**src/rtl/systolic_pkg.sv**
```systemverilog
// rtl/systolic_pkg.sv - shared constants and state type for the systolic operand feeder
package systolic_pkg;
    localparam int N          = 4;
    localparam int DW         = 32;
    localparam int STREAM_LEN = 3 * N - 2;
    localparam int IDX_W      = $clog2(N);
    localparam int T_W        = $clog2(STREAM_LEN) + 1;

    typedef enum logic [1:0] {
        IDLE,
        CLR,
        STREAM,
        DONE
    } state_t;
endpackage

```
**src/rtl/systolic_feeder_4x4_feed_lane_sel.sv**
```systemverilog
// rtl/systolic_feeder_4x4_feed_lane_sel.sv - picks the skewed element for one lane at stream step t
module feed_lane_sel #(
    parameter int N  = systolic_pkg::N,
    parameter int DW = systolic_pkg::DW,
    parameter int TW = systolic_pkg::T_W
) (
    input  logic [$clog2(N)-1:0] lane,
    input  logic [TW-1:0]        t,
    input  logic [N*DW-1:0]      elems,
    output logic [DW-1:0]        data
);
    // t == lane + m is the in-range test for index t-lane without any unsigned underflow
    always_comb begin
        data = '0;
        for (int m = 0; m < N; m++) begin
            if (t == TW'(lane) + TW'(m)) begin
                data = elems[m*DW +: DW];
            end
        end
    end
endmodule

```
**src/rtl/systolic_feeder_4x4.sv**
```systemverilog
// rtl/systolic_feeder_4x4.sv - operand store and skewed west/north stream generator for a 4x4 array
module systolic_feeder_4x4 #(
    parameter int DW = systolic_pkg::DW,
    parameter int N  = systolic_pkg::N
) (
    input  logic                 clk,
    input  logic                 rst,
    input  logic                 wr_en,
    input  logic                 wr_sel,
    input  logic [$clog2(N)-1:0] wr_row,
    input  logic [$clog2(N)-1:0] wr_col,
    input  logic [DW-1:0]        wr_data,
    input  logic                 start,
    output logic                 busy,
    output logic                 arr_clr,
    output logic [N*DW-1:0]      west_out,
    output logic [N*DW-1:0]      north_out,
    output logic                 done
);
    import systolic_pkg::state_t;
    import systolic_pkg::IDLE;
    import systolic_pkg::CLR;
    import systolic_pkg::STREAM;
    import systolic_pkg::DONE;

    localparam int LEN = 3 * N - 2;
    localparam int TW  = $clog2(LEN) + 1;
    localparam int IW  = $clog2(N);

    state_t        state, state_nx;
    logic [TW-1:0] t, t_nx;

    logic [DW-1:0]   a_mem [N][N];
    logic [DW-1:0]   b_mem [N][N];
    logic [N*DW-1:0] a_row [N];
    logic [N*DW-1:0] b_col [N];
    logic [DW-1:0]   west_sel  [N];
    logic [DW-1:0]   north_sel [N];

    always_ff @(posedge clk or posedge rst) begin
        if (rst) begin
            state <= IDLE;
            t     <= '0;
        end else begin
            state <= state_nx;
            t     <= t_nx;
        end
    end

    // start coinciding with a write loses to the write
    always_comb begin
        state_nx = state;
        t_nx     = t;
        case (state)
            IDLE: begin
                if (start && !wr_en) state_nx = CLR;
            end
            CLR: begin
                state_nx = STREAM;
                t_nx     = '0;
            end
            STREAM: begin
                if (t == TW'(LEN - 1)) state_nx = DONE;
                else                   t_nx     = t + 1'b1;
            end
            DONE: begin
                state_nx = IDLE;
            end
            default: state_nx = IDLE;
        endcase
    end

    always_ff @(posedge clk or posedge rst) begin
        if (rst) begin
            for (int r = 0; r < N; r++) begin
                for (int c = 0; c < N; c++) begin
                    a_mem[r][c] <= '0;
                    b_mem[r][c] <= '0;
                end
            end
        end else if (wr_en && state == IDLE) begin
            if (wr_sel) b_mem[wr_row][wr_col] <= wr_data;
            else        a_mem[wr_row][wr_col] <= wr_data;
        end
    end

    // west lane i walks row i of A; north lane j walks column j of B
    always_comb begin
        for (int i = 0; i < N; i++) begin
            a_row[i] = '0;
            b_col[i] = '0;
            for (int k = 0; k < N; k++) begin
                a_row[i][k*DW +: DW] = a_mem[i][k];
                b_col[i][k*DW +: DW] = b_mem[k][i];
            end
        end
    end

    for (genvar g = 0; g < N; g++) begin : g_lane
        feed_lane_sel #(.N(N), .DW(DW), .TW(TW)) u_west (
            .lane  (IW'(g)),
            .t     (t_nx),
            .elems (a_row[g]),
            .data  (west_sel[g])
        );
        feed_lane_sel #(.N(N), .DW(DW), .TW(TW)) u_north (
            .lane  (IW'(g)),
            .t     (t_nx),
            .elems (b_col[g]),
            .data  (north_sel[g])
        );
    end

    // outputs are registered from the next state so they line up with the state they describe
    always_ff @(posedge clk or posedge rst) begin
        if (rst) begin
            busy      <= 1'b0;
            arr_clr   <= 1'b0;
            done      <= 1'b0;
            west_out  <= '0;
            north_out <= '0;
        end else begin
            busy    <= (state_nx == CLR) || (state_nx == STREAM);
            arr_clr <= (state_nx == CLR);
            done    <= (state_nx == DONE);
            for (int l = 0; l < N; l++) begin
                west_out[l*DW +: DW]  <= (state_nx == STREAM) ? west_sel[l]  : '0;
                north_out[l*DW +: DW] <= (state_nx == STREAM) ? north_sel[l] : '0;
            end
        end
    end
endmodule

```
**config.mk**
```make
export PLATFORM = sky130hd
export DESIGN_NAME = systolic_feeder_4x4
export DESIGN_NICKNAME = d
export VERILOG_FILES = /design/src/rtl/systolic_pkg.sv /design/src/rtl/systolic_feeder_4x4_feed_lane_sel.sv /design/src/rtl/systolic_feeder_4x4.sv
export SDC_FILE = /design/constraint.sdc
export NUM_CORES = 2
export LEC_CHECK = 0
export CAP_MARGIN = 15
export CORE_UTILIZATION = 54
export DETAILED_ROUTE_END_ITERATION = 6
export PLACE_DENSITY = 0.78
export REMOVE_ABC_BUFFERS = 1
export SKIP_CTS_REPAIR_TIMING = 1
export SLEW_MARGIN = 5
export SYNTH_ARGS = -nofsm -noshare
export SYNTH_HDL_FRONTEND = slang
export SYNTH_SLANG_ARGS = --single-unit
```
**constraint.sdc**
```tcl
create_clock -name clk -period 43.5 [get_ports clk]
set_input_delay 4.35 -clock clk [delete_from_list [all_inputs] [get_ports clk]]
set_output_delay 4.35 -clock clk [all_outputs]
set_load 0.01 [all_outputs]
```
==> flow_results.org <==
** Run status
- The run finished with clean final reports.

** STA
- Clock Skews :: 30.2 ps
- Setup repair after global routing left no endpoint under its margin.
- Of the available clock period, the critical path in the final layout requires 0.171.
- Final-layout worst hold slack :: 492 ps
- Setup Viol. Count Final :: 0
- The routed design could run at a clock period as short as 7430 ps.
- Pins over their slew limit :: 0
- Normalized max-slew margin :: 0.0373
- Worst setup margin :: 36070 ps
- Accumulated negative setup slack :: 0 ps
- Hold Vio Cnt, Final :: 0
- Maximum frequency from static timing analysis :: 135 MHz
- At the pin with the least slew margin, the transition time is 1440 ps.

** Yosys
- Counting instances in the post-synthesis netlist gives the leading cell types as sky130_fd_sc_hd__dfrtp_1 (1290), sky130_fd_sc_hd__mux2_2 (1014), sky130_fd_sc_hd__clkbuf_1 (339).
- Most common cell in the netlist :: sky130_fd_sc_hd__dfrtp_1
- Post-Synthesis Cell Area :: 0.0539 mm^2
- Share of the yosys chip area belonging to registers :: 0.598
- Instance count of the mapped netlist :: 4083
- EDFF count, synth :: 0
- During synthesis, Yosys emitted a total of 0 warnings.
- The most used flip-flop cell after synthesis is sky130_fd_sc_hd__dfrtp_1.
- Post-synth top area share :: 0.598
- Counting distinct cell types in the post-synthesis netlist gives 54.
- Most area-consuming cells after synthesis :: sky130_fd_sc_hd__dfrtp_1 (60%), sky130_fd_sc_hd__mux2_2 (21%), sky130_fd_sc_hd__a21oi_1 (2.4%), sky130_fd_sc_hd__clkbuf_1 (2.4%), sky130_fd_sc_hd__o21ai_0 (2.3%)
- Counting flops and latches in the post-synthesis netlist gives 1290.
- Of all flip-flops after synthesis, the portion carrying an async set or reset was 1.00.
- Dividing the synthesized area by the synthesized cell count gives 13.2 um^2.
- The biggest area contributor in the post-synthesis netlist is sky130_fd_sc_hd__dfrtp_1.

** Place
- Before CTS, the worst setup slack after placement is 35230 ps.
- Summed over all nets, the half-perimeter wirelength after detailed placement is 74500 um.
- Including well taps, the total number of placed cells is 5305.
- After detailed placement, the total cell area comes to 0.0574 mm^2.
- Routability-driven placement finished with a final weighted congestion of 0.820.
- Number of input and output port buffers inserted :: 299

** Cells and area
- Final standard cell count with taps included and fillers excluded :: 5555
- Share of final-layout standard cells stronger than drive strength 1 :: 0.324
- The layout has 7274 filler cells.
- Summing all non-filler instances in the final layout gives an area of 0.0620 mm^2.
- Relative to the synthesized area, the layout overhead comes to 15.0%.
- Number of nets in the finished design :: 4206

** Detailed routing
- The detail route stage leaves a number of antenna-violating nets equal to 0.
- Routed wl met3 :: 11300 um
- Number of violations reported at the end of detailed-routing iteration 0 :: 3302
- Average detailed-routed wire length per instance :: 26.3 um
- Vias/cell :: 6.38
- Uppermost layer routed :: met5
- Summed over all nets, wire length on met2 after detailed routing comes to 67700 um.
- Met1 routed wirelength after detailed routing :: 60800 um
- In the routed design, unresolved DRC markers number 0.
- Wires add up to 146000 um.
- Summing over every cut layer, the via total after detailed routing is 35400.
- Initial DRT Pass Iterations :: 7

** Die
- Initial standard-cell utilization of the core :: 0.546
- Number of top-level pins :: 300
- Die Width :: 318 um
- Overall die area :: 0.101 mm^2
- The floorplan step defined a core boundary enclosing 0.0987 mm^2.
- Std-Cell Rows :: 115
- DIE HEIGHT :: 318 um

** Clocking
- Clock-pin slew on the worst setup and hold paths :: 60 ps
- CTS tree :: done
- No sink is reached through more buffers than the 3 on the longest clock path.
- Clk sink count :: 1290
- The root buffer cell chosen for the clock tree is sky130_fd_sc_hd__clkbuf_16.
- Number of CTS-inserted buffers :: 133
- Number of H-tree levels :: 4
- The later pin in the worst-skew pair is clocked with a latency of 750 ps.

** Critical path
- Crit path DAT :: 8180 ps
- In this design, the largest share of critical-path delay is due to buffers and inverters.
- Along the worst path, the maximum fanout reaches 159.
- The critical path in this run is classified as primary input to asynchronous set/reset pin.
- STA puts the critical path data required time at 44250 ps.
- Cell chain of the critical path :: clkdlybuf4s50_1 -> inv_8 -> buf_12 -> buf_4 -> buf_4
- Among all stages on the critical path, the largest delay is contributed by sky130_fd_sc_hd__buf_4.
- Nature of the critical path startpoint :: primary input
- Top cell by count, worst path :: sky130_fd_sc_hd__buf_4
- Counting both buffers and inverters, the worst setup path holds a total of 5.
- Critical path capture point type :: asynchronous set/reset pin
- In this design, the stage delay of the slowest critical-path cell is 880 ps.

** GRT
- Combined global-route utilization of all metal layers :: 0.291
- The number of antenna violations at the first check in global routing was 10.
- The number of global-route vias before repair was 36700.
- The first global-routing pass estimated 226000 um of wire.
- Global route total overflow :: 0
- Entering global routing, the biggest net connects 196 pins.

** Power and ir drop
- In this run the power density over the cells is 62.7 mW/mm^2.
- Standby leakage power :: 28.9 nW
- Max rail drop VDD :: 0.137 mV

** Worst hold path
- Min-Delay Path Class :: register to register

** Run
- Max-cap viol count :: 0
## per-layer routing
layer	global-route usage	up-vias
li1	-	15000
met1	0.397	18600
met2	0.455	1499
met3	0.0545	309
met4	0.133	8
met5	0	-
## area by class of cell
cell class | instances | area (um^2) | share of cell area
Antenna cell | 2 | 5.00 | 0.0000807
Clock buffer | 201 | 3910 | 0.0630
Clock inverter | 42 | 562 | 0.00906
Inverter | 14 | 62.6 | 0.00101
Multi-Input combinational cell | 2362 | 20200 | 0.325
Sequential cell | 1290 | 32300 | 0.520
Tap cell | 1287 | 1610 | 0.0260
Timing Repair Buffer | 357 | 3440 | 0.0554
## state kept, by name, indices dropped and copies added, names as in the netlist
| name | cells |
|---|---|
| a_mem | 512 |
| arr_clr | 1 |
| b_col | 512 |
| busy | 1 |
| done | 1 |
| north_out | 128 |
| state | 2 |
| t | 5 |
| west_out | 128 |
## power breakdown
group	switching (mW)	leakage (nW)	internal, mW
logic	0.680	9.20	0.433
clock network	0.473	2.20	0.688
registers	0.143	17.5	1.47
total	1.30	28.9	2.59
## placed cells by master (no fill, tap or decap), drive strengths merged, types with 2 or more instances in the layout
cell and n:
nor4 6, a32o 64, mux2 1023, inv 26, dfrtp 1290, diode 2
clkinvlp 2, clkinv 17, a21oi 259, nand2b 2, and4 64, nor2 88
a22oi 64, nand3 11, and3 67, nand2 148, and2 68, nor2b 5
o221ai 63, a31oi 3, nand4 4, o21ai 264, o221a 65, buf 89
ha 7, nor3 6, bufinv 11, clkbuf 201, a32oi 65, clkdlybuf4s50 268
## final timing paths
| path | end | slack, ps | start | depth (start not counted) |
|---|---|---|---|---|
| max | b_col[277] | 36070 | rst | 5 |
| min | b_col[494] | 490 | b_col[494] | 1 |
| max reg2reg | north_out[53] | 38530 | state[0] | 10 |
| min reg2reg | b_col[494] | 490 | b_col[494] | 1 |
| max in group clk | north_out[127] | 36210 | start | 9 |
| min in group asynchronous | west_out[88] | 4240 | rst | 2 |
## cells by family (layout without fill, tap and decap cells)
family | count (synthesis) | count (layout) | synth area share
AOI/OAI and AO/OA | 854 | 854 | 0.106
xor gates and xnor gates | 2 | 2 | 0.000325
adders and majority gates | 7 | 7 | 0.00162
buffers and inverters | 431 | 614 | 0.0327
DFF | 1290 | 1290 | 0.598
muxes | 1023 | 1023 | 0.214
other | 0 | 2 | 0
and+or+nand+nor | 476 | 476 | 0.0478
## per-stage QoR
stage / power, mW / util
6_report: 3.89 / 0.628
5_1_grt: 4.05 / 0.628
4_1_cts: 3.89 / 0.627
3_5_place_dp: 2.72 / 0.582
3_3_place_gp: 2.70 / 0.582
2_1_floorplan: 2.24 / -
(Power assumes the default switching activity.)
